--- src/rtl/lsu_mem_arbiter.sv ---
// ---------------------------------------------------------------------------
// lsu_mem_arbiter
//   Round-robin arbiter that funnels NUM_LSUS load/store units onto a single
//   data-memory port. Only one memory transaction is in flight at a time.
//   The flow is IDLE -> MEM_READ/MEM_WRITE -> RELEASE -> IDLE.
//
// Parameters
//   NUM_LSUS        number of requester channels (2..16)
//   ADDR_BITS       memory address width
//   DATA_BITS       memory data width
//   TIMEOUT_CYCLES  watchdog limit (only used with LSU_ARB_TIMEOUT_EN)
//
// Ports
//   clk, reset                         clock, async active-low reset
//   lsu_read_valid/_address            per-LSU load request (slice i = LSU i)
//   lsu_read_ready/_data               per-LSU load completion + returned data
//   lsu_write_valid/_address/_data     per-LSU store request
//   lsu_write_ready                    per-LSU store completion
//   mem_read_valid/_address            load request to memory
//   mem_read_ready/_data               load response from memory
//   mem_write_valid/_address/_data     store request to memory
//   mem_write_ready                    store acknowledge
//   busy                               high whenever not IDLE
//   grant_id                           current / last granted LSU
//   timeout_error                      sticky watchdog flag
//
// Build option
//   LSU_ARB_TIMEOUT_EN  when defined, a watchdog completes a stalled memory
//                       transaction after TIMEOUT_CYCLES cycles (read data 0)
//                       and sets timeout_error; otherwise MEM_* waits forever.
// ---------------------------------------------------------------------------
module lsu_mem_arbiter #(
  parameter int unsigned NUM_LSUS       = 4,
  parameter int unsigned ADDR_BITS      = 8,
  parameter int unsigned DATA_BITS      = 8,
  parameter int unsigned TIMEOUT_CYCLES = 255
) (
  input  logic                            clk,
  input  logic                            reset,
  input  logic [NUM_LSUS-1:0]             lsu_read_valid,
  input  logic [NUM_LSUS*ADDR_BITS-1:0]   lsu_read_address,
  output logic [NUM_LSUS-1:0]             lsu_read_ready,
  output logic [NUM_LSUS*DATA_BITS-1:0]   lsu_read_data,
  input  logic [NUM_LSUS-1:0]             lsu_write_valid,
  input  logic [NUM_LSUS*ADDR_BITS-1:0]   lsu_write_address,
  input  logic [NUM_LSUS*DATA_BITS-1:0]   lsu_write_data,
  output logic [NUM_LSUS-1:0]             lsu_write_ready,
  output logic                            mem_read_valid,
  output logic [ADDR_BITS-1:0]            mem_read_address,
  input  logic                            mem_read_ready,
  input  logic [DATA_BITS-1:0]            mem_read_data,
  output logic                            mem_write_valid,
  output logic [ADDR_BITS-1:0]            mem_write_address,
  output logic [DATA_BITS-1:0]            mem_write_data,
  input  logic                            mem_write_ready,
  output logic                            busy,
  output logic [$clog2(NUM_LSUS)-1:0]     grant_id,
  output logic                            timeout_error
);

  localparam int unsigned IDW   = $clog2(NUM_LSUS);
  localparam logic [IDW:0] N_EXT = (IDW+1)'(NUM_LSUS);
  localparam logic [IDW-1:0] LAST_IDX = IDW'(NUM_LSUS - 1);

  if (NUM_LSUS < 2 || NUM_LSUS > 16) begin : g_bad_num_lsus
    $error("lsu_mem_arbiter: NUM_LSUS must be 2..16");
  end
  if (TIMEOUT_CYCLES < 1) begin : g_bad_timeout
    $error("lsu_mem_arbiter: TIMEOUT_CYCLES must be >= 1");
  end

  typedef enum logic [1:0] {
    IDLE,
    MEM_READ,
    MEM_WRITE,
    RELEASE
  } state_t;

  state_t                 state_q, state_d;
  logic [IDW-1:0]         rr_ptr_q, rr_ptr_d;
  logic [IDW-1:0]         grant_q, grant_d;
  logic                   mrv_q, mrv_d;
  logic                   mwv_q, mwv_d;
  logic [ADDR_BITS-1:0]   mra_q, mra_d;
  logic [ADDR_BITS-1:0]   mwa_q, mwa_d;
  logic [DATA_BITS-1:0]   mwd_q, mwd_d;
  logic [NUM_LSUS-1:0]    rrdy_q, rrdy_d;
  logic [NUM_LSUS-1:0]    wrdy_q, wrdy_d;
  logic [DATA_BITS-1:0]   rdata_q [NUM_LSUS];
  logic [DATA_BITS-1:0]   rdata_d [NUM_LSUS];

`ifdef LSU_ARB_TIMEOUT_EN
  localparam int unsigned  CW     = $clog2(TIMEOUT_CYCLES + 1);
  localparam logic [CW-1:0] T_LAST = CW'(TIMEOUT_CYCLES - 1);
  logic [CW-1:0] cnt_q, cnt_d;
  logic          timeout_q, timeout_d;
`endif

  // Per-channel views of the flattened request buses
  logic [ADDR_BITS-1:0] rd_addr_a [NUM_LSUS];
  logic [ADDR_BITS-1:0] wr_addr_a [NUM_LSUS];
  logic [DATA_BITS-1:0] wr_data_a [NUM_LSUS];

  for (genvar i = 0; i < NUM_LSUS; i++) begin : g_chan
    assign rd_addr_a[i] = lsu_read_address[i*ADDR_BITS +: ADDR_BITS];
    assign wr_addr_a[i] = lsu_write_address[i*ADDR_BITS +: ADDR_BITS];
    assign wr_data_a[i] = lsu_write_data[i*DATA_BITS +: DATA_BITS];
    assign lsu_read_data[i*DATA_BITS +: DATA_BITS] = rdata_q[i];
  end

  // Round-robin scan: first requester at or after rr_ptr, wrapping modulo
  // NUM_LSUS (which need not be a power of two).
  logic           req_found;
  logic [IDW-1:0] req_idx;

  always_comb begin
    logic [IDW:0] cand;
    cand      = '0;
    req_found = 1'b0;
    req_idx   = '0;
    for (int unsigned k = 0; k < NUM_LSUS; k++) begin
      cand = {1'b0, rr_ptr_q} + (IDW+1)'(k);
      if (cand >= N_EXT) cand = cand - N_EXT;
      if (!req_found && (lsu_read_valid[cand[IDW-1:0]] || lsu_write_valid[cand[IDW-1:0]])) begin
        req_found = 1'b1;
        req_idx   = cand[IDW-1:0];
      end
    end
  end

  always_comb begin
    state_d  = state_q;
    rr_ptr_d = rr_ptr_q;
    grant_d  = grant_q;
    mrv_d    = mrv_q;
    mwv_d    = mwv_q;
    mra_d    = mra_q;
    mwa_d    = mwa_q;
    mwd_d    = mwd_q;
    rrdy_d   = rrdy_q;
    wrdy_d   = wrdy_q;
    rdata_d  = rdata_q;
`ifdef LSU_ARB_TIMEOUT_EN
    cnt_d     = cnt_q;
    timeout_d = timeout_q;
`endif

    unique case (state_q)
      IDLE: begin
        if (req_found) begin
          grant_d = req_idx;
`ifdef LSU_ARB_TIMEOUT_EN
          cnt_d = '0;
`endif
          // Read wins when both requests are up on the granted channel
          if (lsu_read_valid[req_idx]) begin
            mrv_d   = 1'b1;
            mra_d   = rd_addr_a[req_idx];
            state_d = MEM_READ;
          end else begin
            mwv_d   = 1'b1;
            mwa_d   = wr_addr_a[req_idx];
            mwd_d   = wr_data_a[req_idx];
            state_d = MEM_WRITE;
          end
        end
      end

      MEM_READ: begin
        if (mem_read_ready) begin
          rdata_d[grant_q] = mem_read_data;
          mrv_d            = 1'b0;
          rrdy_d[grant_q]  = 1'b1;
          state_d          = RELEASE;
        end
`ifdef LSU_ARB_TIMEOUT_EN
        else if (cnt_q == T_LAST) begin
          rdata_d[grant_q] = '0;
          mrv_d            = 1'b0;
          rrdy_d[grant_q]  = 1'b1;
          timeout_d        = 1'b1;
          state_d          = RELEASE;
        end else begin
          cnt_d = cnt_q + CW'(1);
        end
`endif
      end

      MEM_WRITE: begin
        if (mem_write_ready) begin
          mwv_d           = 1'b0;
          wrdy_d[grant_q] = 1'b1;
          state_d         = RELEASE;
        end
`ifdef LSU_ARB_TIMEOUT_EN
        else if (cnt_q == T_LAST) begin
          mwv_d           = 1'b0;
          wrdy_d[grant_q] = 1'b1;
          timeout_d       = 1'b1;
          state_d         = RELEASE;
        end else begin
          cnt_d = cnt_q + CW'(1);
        end
`endif
      end

      RELEASE: begin
        // Hold ready until the granted LSU withdraws the request it was served
        if ((rrdy_q[grant_q] && !lsu_read_valid[grant_q]) ||
            (wrdy_q[grant_q] && !lsu_write_valid[grant_q])) begin
          rrdy_d[grant_q] = 1'b0;
          wrdy_d[grant_q] = 1'b0;
          rr_ptr_d        = (grant_q == LAST_IDX) ? '0 : grant_q + IDW'(1);
          state_d         = IDLE;
        end
      end

      default: state_d = IDLE;
    endcase
  end

  always_ff @(posedge clk or negedge reset) begin
    if (!reset) begin
      state_q  <= IDLE;
      rr_ptr_q <= '0;
      grant_q  <= '0;
      mrv_q    <= 1'b0;
      mwv_q    <= 1'b0;
      mra_q    <= '0;
      mwa_q    <= '0;
      mwd_q    <= '0;
      rrdy_q   <= '0;
      wrdy_q   <= '0;
      rdata_q  <= '{default: '0};
`ifdef LSU_ARB_TIMEOUT_EN
      cnt_q     <= '0;
      timeout_q <= 1'b0;
`endif
    end else begin
      state_q  <= state_d;
      rr_ptr_q <= rr_ptr_d;
      grant_q  <= grant_d;
      mrv_q    <= mrv_d;
      mwv_q    <= mwv_d;
      mra_q    <= mra_d;
      mwa_q    <= mwa_d;
      mwd_q    <= mwd_d;
      rrdy_q   <= rrdy_d;
      wrdy_q   <= wrdy_d;
      rdata_q  <= rdata_d;
`ifdef LSU_ARB_TIMEOUT_EN
      cnt_q     <= cnt_d;
      timeout_q <= timeout_d;
`endif
    end
  end

  assign mem_read_valid    = mrv_q;
  assign mem_read_address  = mra_q;
  assign mem_write_valid   = mwv_q;
  assign mem_write_address = mwa_q;
  assign mem_write_data    = mwd_q;
  assign lsu_read_ready    = rrdy_q;
  assign lsu_write_ready   = wrdy_q;
  assign busy              = (state_q != IDLE);
  assign grant_id          = grant_q;
`ifdef LSU_ARB_TIMEOUT_EN
  assign timeout_error     = timeout_q;
`else
  assign timeout_error     = 1'b0;
`endif

endmodule

--- config.mk ---
export PLATFORM = sky130hd
export DESIGN_NAME = lsu_mem_arbiter
export DESIGN_NICKNAME = d
export VERILOG_FILES = /design/src/rtl/lsu_mem_arbiter.sv
export SDC_FILE = /design/constraint.sdc
export NUM_CORES = 1
export LEC_CHECK = 0
export BUFFER_PORTS_ARGS = -buffer_cell sky130_fd_sc_hd__buf_2
export CAP_MARGIN = 20
export CORE_UTILIZATION = 47
export DETAILED_ROUTE_END_ITERATION = 7
export PLACE_DENSITY = 0.81
export SLEW_MARGIN = 0
export SYNTH_ARGS = -nofsm -noshare
export SYNTH_HDL_FRONTEND = slang
export SYNTH_SLANG_ARGS = --single-unit
--- constraint.sdc ---
create_clock -name clk -period 2.4 [get_ports clk]
set_clock_uncertainty 0.05 [all_clocks]
set_input_delay 0 -clock clk [delete_from_list [all_inputs] [get_ports clk]]
set_output_delay 0 -clock clk [all_outputs]
set_load 0.03 [all_outputs]
==> impl_summary.log, run 1 <==
[metrics] run status: finished, final reports clean
[metrics] router iterations before antenna repair: 5
[metrics] DRC violations left: 0
[metrics] total detailed-routing wirelength: 9690 um
[metrics] slew at the pin with the worst max-slew slack: 0.888 ns
[metrics] number of buffers added by the clock tree synthesis step: 9
[metrics] portion of the post-synthesis area used by sequential elements: 45.2%
[metrics] final worst setup slack: 0.204 ns
[metrics] final setup fails: 0
[metrics] number of distinct standard cells referenced by the synthesized netlist: 45
[metrics] kind of start point of the critical path: register
[metrics] largest driver fanout on the critical path: 8
[metrics] final core utilization: 65.3%
[metrics] clock tree from TritonCTS: yes
[metrics] CP max stage delay: 0.45 ns
[metrics] deepest clock path buffer count: 2
[metrics] setup_tns: 0 ns
[metrics] endpoint of the worst register-to-register path: mem_read_address[4]
[metrics] final hold violations: 0
[metrics] Max Slew Vio Count: 0
[metrics] largest voltage drop on the vdd net: 0.917 mV
[metrics] DIE WIDTH: 94.1 um
[metrics] antenna violations before repair: 0
[metrics] number of nets in the layout: 640
[metrics] time the final worst path needs with I/O delays and setup: 2.20 ns
[metrics] path class of the lowest-slack min-delay path: in2reg
[metrics] first-pass GRT wire length: 14900 um
[metrics] length in cells of the worst reg-to-reg path: 6
[metrics] Slew headroom: 40.8%
[metrics] root buffer cell: sky130_fd_sc_hd__clkbuf_8
[metrics] number of global-route vias before repair: 3128
[metrics] full die area: 8850 um2
[metrics] first element of the critical path: rr_ptr_q[0]
[metrics] worst endpoint required time: 2.57 ns
[metrics] HPWL after detailed placement: 7360 um
[metrics] drt initial violations: 85
[metrics] period utilisation layout: 91.5%
[metrics] setup bufs post-CTS: 0
[metrics] post-DR vias/cell: 5.19
[metrics] finished layout cell area: 5360 um2
[metrics] library cell contributing the largest single delay on the critical path: sky130_fd_sc_hd__a2111oi_2
[metrics] total nets after synthesis: 444
[metrics] die height: 94.1 um
[metrics] launching point of the worst reg2reg path: rr_ptr_q[0]
[metrics] data arrival time of the critical path: 2.37 ns
[metrics] area added between synthesis and finish: 34.5%
[metrics] clock insertion delay at the later pin of the skew report: 0.35 ns
[metrics] pin count of the biggest net entering global routing: 73
[metrics] share of synthesized registers carrying an async set or reset: 100%
[metrics] Cell Area, Placed: 5040 um2
[metrics] ratio of cells with drive above 1 in the final layout: 47.7%
[metrics] area of the core: 8220 um2
[metrics] number of antenna repair diodes: 0
[metrics] Clk pin slew, worst setup/hold paths: 0.09 ns
[metrics] combined global-route utilization of all metal layers: 21.7%
[metrics] Leak: 2.90 nW
[metrics] H-tree depth: 3
[metrics] CP Capture Type: register
[metrics] sequence of cells on the critical path: o21ba_2 -> a2111oi_2 -> a21oi_4 -> mux2i_4 -> and2_2 -> mux2_1
[metrics] number of enable-type register cells in the synthesized netlist: 0
[metrics] leading register cell type out of synthesis: sky130_fd_sc_hd__dfrtp_1
[metrics] FP Rows: 33
[metrics] Post-Syn Area: 3990 um2
[metrics] setup repair after global routing missed its margin: no
[metrics] cell area power density: 1410 nW/um2
[metrics] total of flip-flops plus latches after synthesis: 72
[metrics] CP Capture Point: mem_read_address[4]
[metrics] Place WS: 0.0955 ns
[metrics] total number of clock tree sinks: 72
[metrics] FF-to-FF setup slack: 0.20 ns
[metrics] Ys Warns: 0
[metrics] highest attainable clock frequency: 455 MHz
[metrics] startpoint-to-endpoint class of the critical path: reg2reg
[metrics] number of buffer cells added on primary ports: 184
[metrics] wire length per cell after detailed routing: 15.5 um
[metrics] number of maximum-capacitance constraint violations: 0
[metrics] last weighted congestion value of the routability-driven placer: 0.854
[metrics] num ports: 186
[metrics] starting density of the core: 48.5%
[metrics] synthesized area per cell: 12.5 um2
[metrics] Post-DRT Antenna Nets: 0
[metrics] detailed-route via count: 3242
[metrics] number of standard cells after synthesis: 319
[metrics] remaining global-route overflow: 0
## synth_stat cells, types with 2 or more instances
library cell	instances	area, um2
sky130_fd_sc_hd__o21ai_0	4	20.0
sky130_fd_sc_hd__nor2_1	4	15.0
sky130_fd_sc_hd__and2_1	2	12.5
sky130_fd_sc_hd__dfrtp_1	72	1800
sky130_fd_sc_hd__ha_1	9	113
sky130_fd_sc_hd__buf_2	8	40.0
sky130_fd_sc_hd__o22a_1	4	35.0
sky130_fd_sc_hd__buf_4	3	22.5
sky130_fd_sc_hd__mux2i_1	82	821
sky130_fd_sc_hd__clkbuf_1	3	11.3
sky130_fd_sc_hd__mux2_1	25	282
sky130_fd_sc_hd__or2_1	2	12.5
sky130_fd_sc_hd__nand2b_1	4	25.0
sky130_fd_sc_hd__inv_1	13	48.8
sky130_fd_sc_hd__mux2_2	34	383
sky130_fd_sc_hd__nand3_1	4	20.0
sky130_fd_sc_hd__a21oi_1	4	20.0
sky130_fd_sc_hd__o21ai_1	2	10.0
sky130_fd_sc_hd__nand2_1	14	52.6
## through the flow
stage / cells / total power [mW] / hold slack, ns
after CTS: 625 / 7.62 / 0.00117
after global routing: 625 / 8.02 / 0.0121
after detailed placement: 598 / 6.58 / 0.138
final: 625 / 7.56 / 0.00292
after global placement: 598 / 6.45 / 0.120
after floorplan: 319 / 5.34 / -0.346
## critical path: cells and delay by family, from the launching register on
kind             cells  cell delay [ns]
AO/OA/AOI/OAI        3             0.74
multiplexers         2             0.58
flip-flops           1             0.40
AND/OR/NAND/NOR      1             0.30
## worst min-delay path by stage
stage	from	end	slack, ns	cells after the start
after detailed placement	reset	lsu_read_data[3]	0.14	1
final	lsu_write_address[10]	mem_write_address[2]	0.003	4
after global placement	reset	lsu_read_data[27]	0.12	1
after CTS	lsu_write_address[10]	mem_write_address[2]	0.001	4
after global routing	lsu_write_address[10]	mem_write_address[2]	0.01	4
after floorplan	reset	asynchronous set/reset pin	-0.35	0
## kinds of logic (layout without fill, tap and decap cells)
group                      after synthesis  count (layout)  share of synthesized area, %
muxes                                  143             143                          38.4
DFF                                     72              72                          45.2
and+or+nand+nor                         37              37                          4.84
AOI/OAI and AO/OA                       29              29                          5.46
buffers and inverters                   28             229                          3.17
adders and majority gates                9               9                          2.83
other                                    1               1                        0.0941
## area by class of cell
class	instances	area, um2
inverters	14	52.6
clock inverters	7	85.1
well taps	105	131
fillers	666	2860
multi-input cells	219	2070
repair buffers	199	1100
flip-flops and latches	72	1800
clock buffers	9	124
## report_power, final
part	leakage (nW)	internal [mW]	switching, mW
sequential	0.860	1.81	0.330
combinational	1.94	1.77	2.64
clock	0.100	0.502	0.508
## layer usage
layer | GRT usage (%) | part of all wire (%) | wire length (um) | vias up
li1 | - | - | - | 1538
met1 | 26.8 | 41 | 3980 | 1572
met2 | 38.2 | 51 | 4970 | 125
met3 | 4.29 | 7.1 | 688 | 7
met4 | 6.15 | 0.63 | 61 | 0
met5 | 0 | 0 | 0 | -
## what timing repair did
action,4_1_cts,5_1_grt
resized for setup,0,1
endpoints found under the hold margin,106,0
hold buffers,11,0
setup endpoints to repair,0,8
## placed cells by master, fill, tap and decap left out, types with 2 or more instances in the layout
master	instances
sky130_fd_sc_hd__mux2i_1	82
sky130_fd_sc_hd__clkbuf_8	9
sky130_fd_sc_hd__nand2_1	14
sky130_fd_sc_hd__buf_4	2
sky130_fd_sc_hd__inv_6	2
sky130_fd_sc_hd__buf_2	183
sky130_fd_sc_hd__buf_12	3
sky130_fd_sc_hd__o22a_1	4
sky130_fd_sc_hd__o21ai_1	2
sky130_fd_sc_hd__ha_1	9
sky130_fd_sc_hd__inv_1	13
sky130_fd_sc_hd__mux2_2	34
sky130_fd_sc_hd__inv_8	2
sky130_fd_sc_hd__nand2b_1	4
sky130_fd_sc_hd__dlygate4sd3_1	11
sky130_fd_sc_hd__o21ai_0	4
sky130_fd_sc_hd__nand3_1	4
sky130_fd_sc_hd__or2_1	2
sky130_fd_sc_hd__clkinvlp_4	2
sky130_fd_sc_hd__a21oi_1	4
sky130_fd_sc_hd__dfrtp_1	72
sky130_fd_sc_hd__nor2_1	4
sky130_fd_sc_hd__mux2_1	25
Note: power is estimated with default switching activity, not from simulation.
==> run 2, diff against run 1 <==
REMOVE_ABC_BUFFERS = 1   (was default)
==> impl_summary.log, run 2 (same netlist as run 1, synthesis figures left out) <==
[metrics] setup bufs post-CTS: 0
[metrics] number of antenna repair diodes: 0
[metrics] final hold violations: 0
[metrics] CTS hold repair buffers: 11
[metrics] die height: 94.1 um
[metrics] router iterations before antenna repair: 4
[metrics] switch share: 44.6%
[metrics] last weighted congestion value of the routability-driven placer: 0.804
[metrics] H-tree depth: 3
[metrics] num ports: 186
[metrics] first element of the critical path: rr_ptr_q[1]
[metrics] HPWL after detailed placement: 7420 um
[metrics] deepest clock path buffer count: 2
[metrics] area added between synthesis and finish: 35.4%
[metrics] number of nets in the layout: 642
[metrics] FF-to-FF setup slack: 0.17 ns
[metrics] data arrival time of the critical path: 2.40 ns
[metrics] largest driver fanout on the critical path: 8
[metrics] number of buffers added by the clock tree synthesis step: 9
[metrics] period utilisation layout: 92.9%
[metrics] Resize count post-CTS: 0
[metrics] post-DR vias/cell: 5.12
[metrics] path class of the lowest-slack min-delay path: in2reg
[metrics] number of buffer cells added on primary ports: 184
[metrics] time the final worst path needs with I/O delays and setup: 2.23 ns
[metrics] register share of total power: 27.9%
[metrics] setup repair after global routing missed its margin: no
[metrics] FP Rows: 33
[metrics] cell area power density: 1420 nW/um2
[metrics] count of filler cells inserted in the layout: 638
[metrics] detailed-route via count: 3213
[metrics] highest attainable clock frequency: 449 MHz
[metrics] post-placement cell count: 600
[metrics] number of maximum-capacitance constraint violations: 0
[metrics] full die area: 8850 um2
[metrics] number of standard cells in the layout, taps in and fillers out: 627
[metrics] net switching power: 3.43 mW
[metrics] endpoint of the worst register-to-register path: mem_read_address[3]
[metrics] length in cells of the worst reg-to-reg path: 7
[metrics] ratio of cells with drive above 1 in the final layout: 47.5%
[metrics] kind of start point of the critical path: register
[metrics] first-pass GRT wire length: 15500 um
[metrics] CP Capture Type: register
[metrics] largest voltage drop on the vdd net: 0.891 mV
[metrics] launching point of the worst reg2reg path: rr_ptr_q[1]
[metrics] number of global-route vias before repair: 3313
[metrics] slew at the pin with the worst max-slew slack: 0.905 ns
[metrics] total number of clock tree sinks: 72
[metrics] Leak: 2.92 nW
[metrics] Slew headroom: 39.6%
[metrics] Int Pwr: 4.26 mW
[metrics] run status: finished, final reports clean
[metrics] antenna violations before repair: 0
[metrics] pin count of the biggest net entering global routing: 73
[metrics] starting density of the core: 48.5%
[metrics] final setup fails: 0
[metrics] clock insertion delay at the later pin of the skew report: 0.34 ns
[metrics] wire length per cell after detailed routing: 15.7 um
[metrics] leading cell types in the layout, fill and taps excluded: 183 x sky130_fd_sc_hd__buf_2, 82 x sky130_fd_sc_hd__mux2i_1, 72 x sky130_fd_sc_hd__dfrtp_1
[metrics] DIE WIDTH: 94.1 um
[metrics] Post-DRT Antenna Nets: 0
[metrics] most common library cell in the layout ignoring fill and taps: sky130_fd_sc_hd__buf_2
[metrics] combined global-route utilization of all metal layers: 22.8%
[metrics] area of the core: 8220 um2
[metrics] startpoint-to-endpoint class of the critical path: reg2reg
[metrics] final core utilization: 65.7%
[metrics] combinational share of power: 57.0%
[metrics] total detailed-routing wirelength: 9820 um
[metrics] share of power burned in the clock network: 15.1%
[metrics] remaining global-route overflow: 0
[metrics] root buffer cell: sky130_fd_sc_hd__clkbuf_8
[metrics] worst endpoint required time: 2.58 ns
[metrics] drt initial violations: 114
[metrics] DRC violations left: 0
[metrics] Clk pin slew, worst setup/hold paths: 0.08 ns
[metrics] CP Capture Point: mem_read_address[3]
[metrics] clock tree from TritonCTS: yes
[metrics] Max Slew Vio Count: 0
run 2: through the flow:
| stage | TNS (ns) | hold slack (ns) | worst slack (ns) | total power, mW | area (um2) |
|---|---|---|---|---|---|
| floorplan | -46.66 | -0.346 | -1.82 | 5.35 | 3910 |
| finish | 0 | 0.0168 | 0.171 | 7.69 | 5400 |
| CTS | 0 | 0.00629 | 0.158 | 7.77 | 5400 |
| global route | 0 | 0.0394 | 0.0326 | 8.16 | 5400 |
| global placement | 0 | 0.125 | 0.267 | 6.44 | 5040 |
| detailed placement | 0 | 0.141 | 0.176 | 6.57 | 5040 |
run 2: worst max-delay path: stages, from the launching register on:
cell                      delay [ns]
sky130_fd_sc_hd__dfrtp_1        0.47
sky130_fd_sc_hd__o21ai_0        0.14
sky130_fd_sc_hd__a311o_1        0.38
sky130_fd_sc_hd__a32oi_1        0.28
sky130_fd_sc_hd__mux2i_4        0.13
sky130_fd_sc_hd__and2_1         0.17
sky130_fd_sc_hd__buf_4          0.16
sky130_fd_sc_hd__mux2_1         0.33
run 2: final cells by class:
class	instances	area, um2	share of cell area, %
multi-input cells	219	2060	38.2
flip-flops and latches	72	1800	33.4
repair buffers	201	1100	20.4
well taps	105	131	2.43
clock buffers	10	128	2.36
clock inverters	6	116	2.16
inverters	14	52.6	0.974
run 2: metal layers:
layer  GRT usage (%)  up-vias  wire [um]  share of wire (%)
met5               0        -          0                  0
met4            8.59        0        150                1.5
met3            4.94       12        754                7.7
met2            40.8      128       4980                 51
met1            26.5     1523       3940                 40
li1                -     1550          -                  -
run 2: worst min-delay path by stage:
stage | startpoint | endpoint | cells after the start | slack [ns]
floorplan | reset | asynchronous set/reset pin | 0 | -0.35
global placement | reset | lsu_read_data[0] | 1 | 0.12
detailed placement | reset | lsu_read_data[16] | 1 | 0.14
CTS | lsu_write_data[13] | mem_write_data[5] | 4 | 0.006
global route | lsu_read_address[0] | mem_read_address[0] | 4 | 0.04
finish | lsu_write_data[15] | mem_write_data[7] | 4 | 0.02
run 2: power by group through the flow:
stage	Combinational (mW)	Clock, mW	Sequential [mW]
global route	4.70	1.25	2.22
floorplan	2.13	0	3.22
detailed placement	4.41	0	2.16
global placement	4.31	0	2.13
finish	4.38	1.16	2.15
CTS	4.43	1.19	2.15
==> run 3, diff against run 2 <==
CELL_PAD_IN_SITES_DETAIL_PLACEMENT = 1   (was default)
CELL_PAD_IN_SITES_GLOBAL_PLACEMENT = 2   (was default)
CORE_UTILIZATION = 29   (was 47)
PLACE_DENSITY = default   (was 0.81)
PLACE_DENSITY_LB_ADDON = 0.1   (was default)
RECOVER_POWER = 100   (was default)
==> impl_summary.log, run 3 (same netlist as run 1, synthesis figures left out) <==
[metrics] run status: complete, but fails checks
[metrics] data arrival time of the critical path: 2.44 ns
[metrics] period utilisation layout: 94.8%
[metrics] Slew headroom: -21.9%
[metrics] number of standard cells in the layout, taps in and fillers out: 700
[metrics] number of antenna repair diodes: 0
[metrics] combinational share of power: 56.4%
[metrics] Total Power: 7.81 mW
[metrics] time the final worst path needs with I/O delays and setup: 2.27 ns
[metrics] CP Capture Type: register
[metrics] sequence of cells on the critical path: o21ba_2 -> a311o_1 -> a32oi_1 -> mux2i_4 -> nor2_4 -> buf_6 -> mux2_1
[metrics] setup repair after global routing missed its margin: no
[metrics] last weighted congestion value of the routability-driven placer: 0.732
[metrics] antenna violations before repair: 0
[metrics] switch share: 46.4%
[metrics] number of maximum-capacitance constraint violations: 1
[metrics] number of buffers added by the clock tree synthesis step: 9
[metrics] clock tree from TritonCTS: yes
[metrics] clock insertion delay at the later pin of the skew report: 0.34 ns
[metrics] number of buffer cells added on primary ports: 184
[metrics] number of nets in the layout: 644
[metrics] top cell family by delay on the critical path: compound AO/OA/AOI/OAI gates
[metrics] wire length per cell after detailed routing: 17.1 um
[metrics] net switching power: 3.62 mW
[metrics] post-DR vias/cell: 4.66
[metrics] DIE WIDTH: 119 um
[metrics] highest attainable clock frequency: 440 MHz
[metrics] deepest clock path buffer count: 2
[metrics] register share of total power: 27.3%
[metrics] worst endpoint required time: 2.56 ns
[metrics] path class of the lowest-slack min-delay path: in2reg
[metrics] final hold violations: 0
[metrics] detailed-route via count: 3262
[metrics] startpoint-to-endpoint class of the critical path: reg2reg
[metrics] worst hold-check slack: 0.0192 ns
[metrics] total detailed-routing wirelength: 12000 um
[metrics] post-placement cell count: 672
[metrics] most common library cell in the layout ignoring fill and taps: sky130_fd_sc_hd__buf_2
[metrics] number of buffers and inverters on the critical path: 1
[metrics] number of global-route vias before repair: 3524
[metrics] leading cell types in the layout, fill and taps excluded: 114 x sky130_fd_sc_hd__buf_2, 82 x sky130_fd_sc_hd__mux2i_1, 72 x sky130_fd_sc_hd__dfrtp_1
[metrics] router iterations before antenna repair: 4
[metrics] full die area: 14200 um2
[metrics] remaining global-route overflow: 0
[metrics] H-tree depth: 3
[metrics] final core utilization: 41.0%
[metrics] root buffer cell: sky130_fd_sc_hd__clkbuf_16
[metrics] area of the core: 13300 um2
[metrics] pin count of the biggest net entering global routing: 73
[metrics] Int Pwr: 4.18 mW
[metrics] HPWL after detailed placement: 8940 um
[metrics] area added between synthesis and finish: 37.4%
[metrics] kind of start point of the critical path: register
[metrics] combined global-route utilization of all metal layers: 17.2%
[metrics] FP Rows: 42
[metrics] failing checks: capacitance limit, slew limit
[metrics] cell area power density: 1430 nW/um2
[metrics] Post-DRT Antenna Nets: 0
[metrics] drt initial violations: 55
[metrics] CP max stage delay: 0.39 ns
[metrics] Clk pin slew, worst setup/hold paths: 0.06 ns
[metrics] first-pass GRT wire length: 18600 um
[metrics] ratio of cells with drive above 1 in the final layout: 34.5%
[metrics] largest driver fanout on the critical path: 16
[metrics] DRC violations left: 0
[metrics] starting density of the core: 29.9%
[metrics] Max Slew Vio Count: 73
[metrics] num ports: 186
[metrics] count of filler cells inserted in the layout: 1545
[metrics] Leak: 2.74 nW
[metrics] die height: 119 um
[metrics] slew at the pin with the worst max-slew slack: 1.83 ns
[metrics] total number of clock tree sinks: 72
[metrics] share of power burned in the clock network: 16.3%
[metrics] final setup fails: 0
[metrics] library cell contributing the largest single delay on the critical path: sky130_fd_sc_hd__dfrtp_1
[metrics] largest voltage drop on the vdd net: 0.653 mV
[run 3: changes by cell type in the layout (fill, tap and decap cells not counted), moves of 2 or more]
| cell | change |
|---|---|
| sky130_fd_sc_hd__buf_12 | -2 |
| sky130_fd_sc_hd__clkinv_4 | -2 |
| sky130_fd_sc_hd__clkbuf_16 | +10 |
| sky130_fd_sc_hd__clkbuf_1 | +69 |
| sky130_fd_sc_hd__buf_2 | -69 |
| sky130_fd_sc_hd__bufinv_16 | -3 |
| sky130_fd_sc_hd__clkinvlp_4 | +4 |
| sky130_fd_sc_hd__clkbuf_8 | -8 |
[run 3: worst reg2reg max path: stages (launching register included)]
cell and delay (ns):
sky130_fd_sc_hd__dfrtp_1 0.39, sky130_fd_sc_hd__o21ba_2 0.22, sky130_fd_sc_hd__a311o_1 0.35, sky130_fd_sc_hd__a32oi_1 0.31
sky130_fd_sc_hd__mux2i_4 0.14, sky130_fd_sc_hd__nor2_4 0.13, sky130_fd_sc_hd__buf_6 0.21, sky130_fd_sc_hd__mux2_1 0.36
[run 3: power by group through the flow]
stage / Clock (mW) / Combinational (mW) / Sequential, mW
after floorplan: 0 / 2.13 / 3.22
after global routing: 1.37 / 4.75 / 2.22
after CTS: 1.32 / 4.58 / 2.13
final: 1.27 / 4.41 / 2.13
after global placement: 0 / 4.52 / 2.11
after detailed placement: 0 / 4.56 / 2.14
[run 3: cell type report]
type | count | area [um2] | area share, %
clock buffers | 10 | 239 | 4.36
clock inverters | 6 | 43.8 | 0.800
inverters | 14 | 52.6 | 0.960
multi-input cells | 219 | 2080 | 37.9
flip-flops and latches | 72 | 1800 | 32.9
well taps | 176 | 220 | 4.02
repair buffers | 203 | 1040 | 19.0
[run 3: path summary, 6_finish.rpt]
path	start	to	slack, ns	cells past startpoint
worst max-delay path	rr_ptr_q[0]	mem_write_address[3]	0.13	7
worst min-delay path	lsu_write_data[9]	mem_write_data[1]	0.02	4
worst max register to register	rr_ptr_q[0]	mem_write_address[3]	0.13	7
worst min register to register	mem_write_address[2]	mem_write_address[2]	0.44	1
max in group asynchronous	reset	mem_write_address[0]	0.54	2
min in group asynchronous	reset	mem_write_data[0]	0.63	2
[run 3: repair_timing]
item,CTS,global route
hold endpoints to repair,106,0
setup buffers,0,0
hold buffers,11,0
gates resized for setup,0,2
endpoints found under the setup margin,0,24
[run 3: stage by stage]
| stage | TNS, ns | setup WS, ns | instance area (um2) |
|---|---|---|---|
| floorplan | -46.66 | -1.82 | 3910 |
| global placement | 0 | 0.108 | 5140 |
| detailed placement | 0 | 0.0632 | 5140 |
| CTS | 0 | 0.0338 | 5530 |
| global route | 0 | 0.0203 | 5480 |
| finish | 0 | 0.125 | 5480 |
[run 3: layer usage]
| metal | GRT usage (%) | up-vias | routed length, um |
|---|---|---|---|
| li1 | - | 1559 | - |
| met5 | 0 | - | 0 |
| met3 | 5.03 | 14 | 863 |
| met1 | 20.8 | 1563 | 5270 |
| met4 | 7.67 | 0 | 279 |
| met2 | 28.1 | 126 | 5560 |
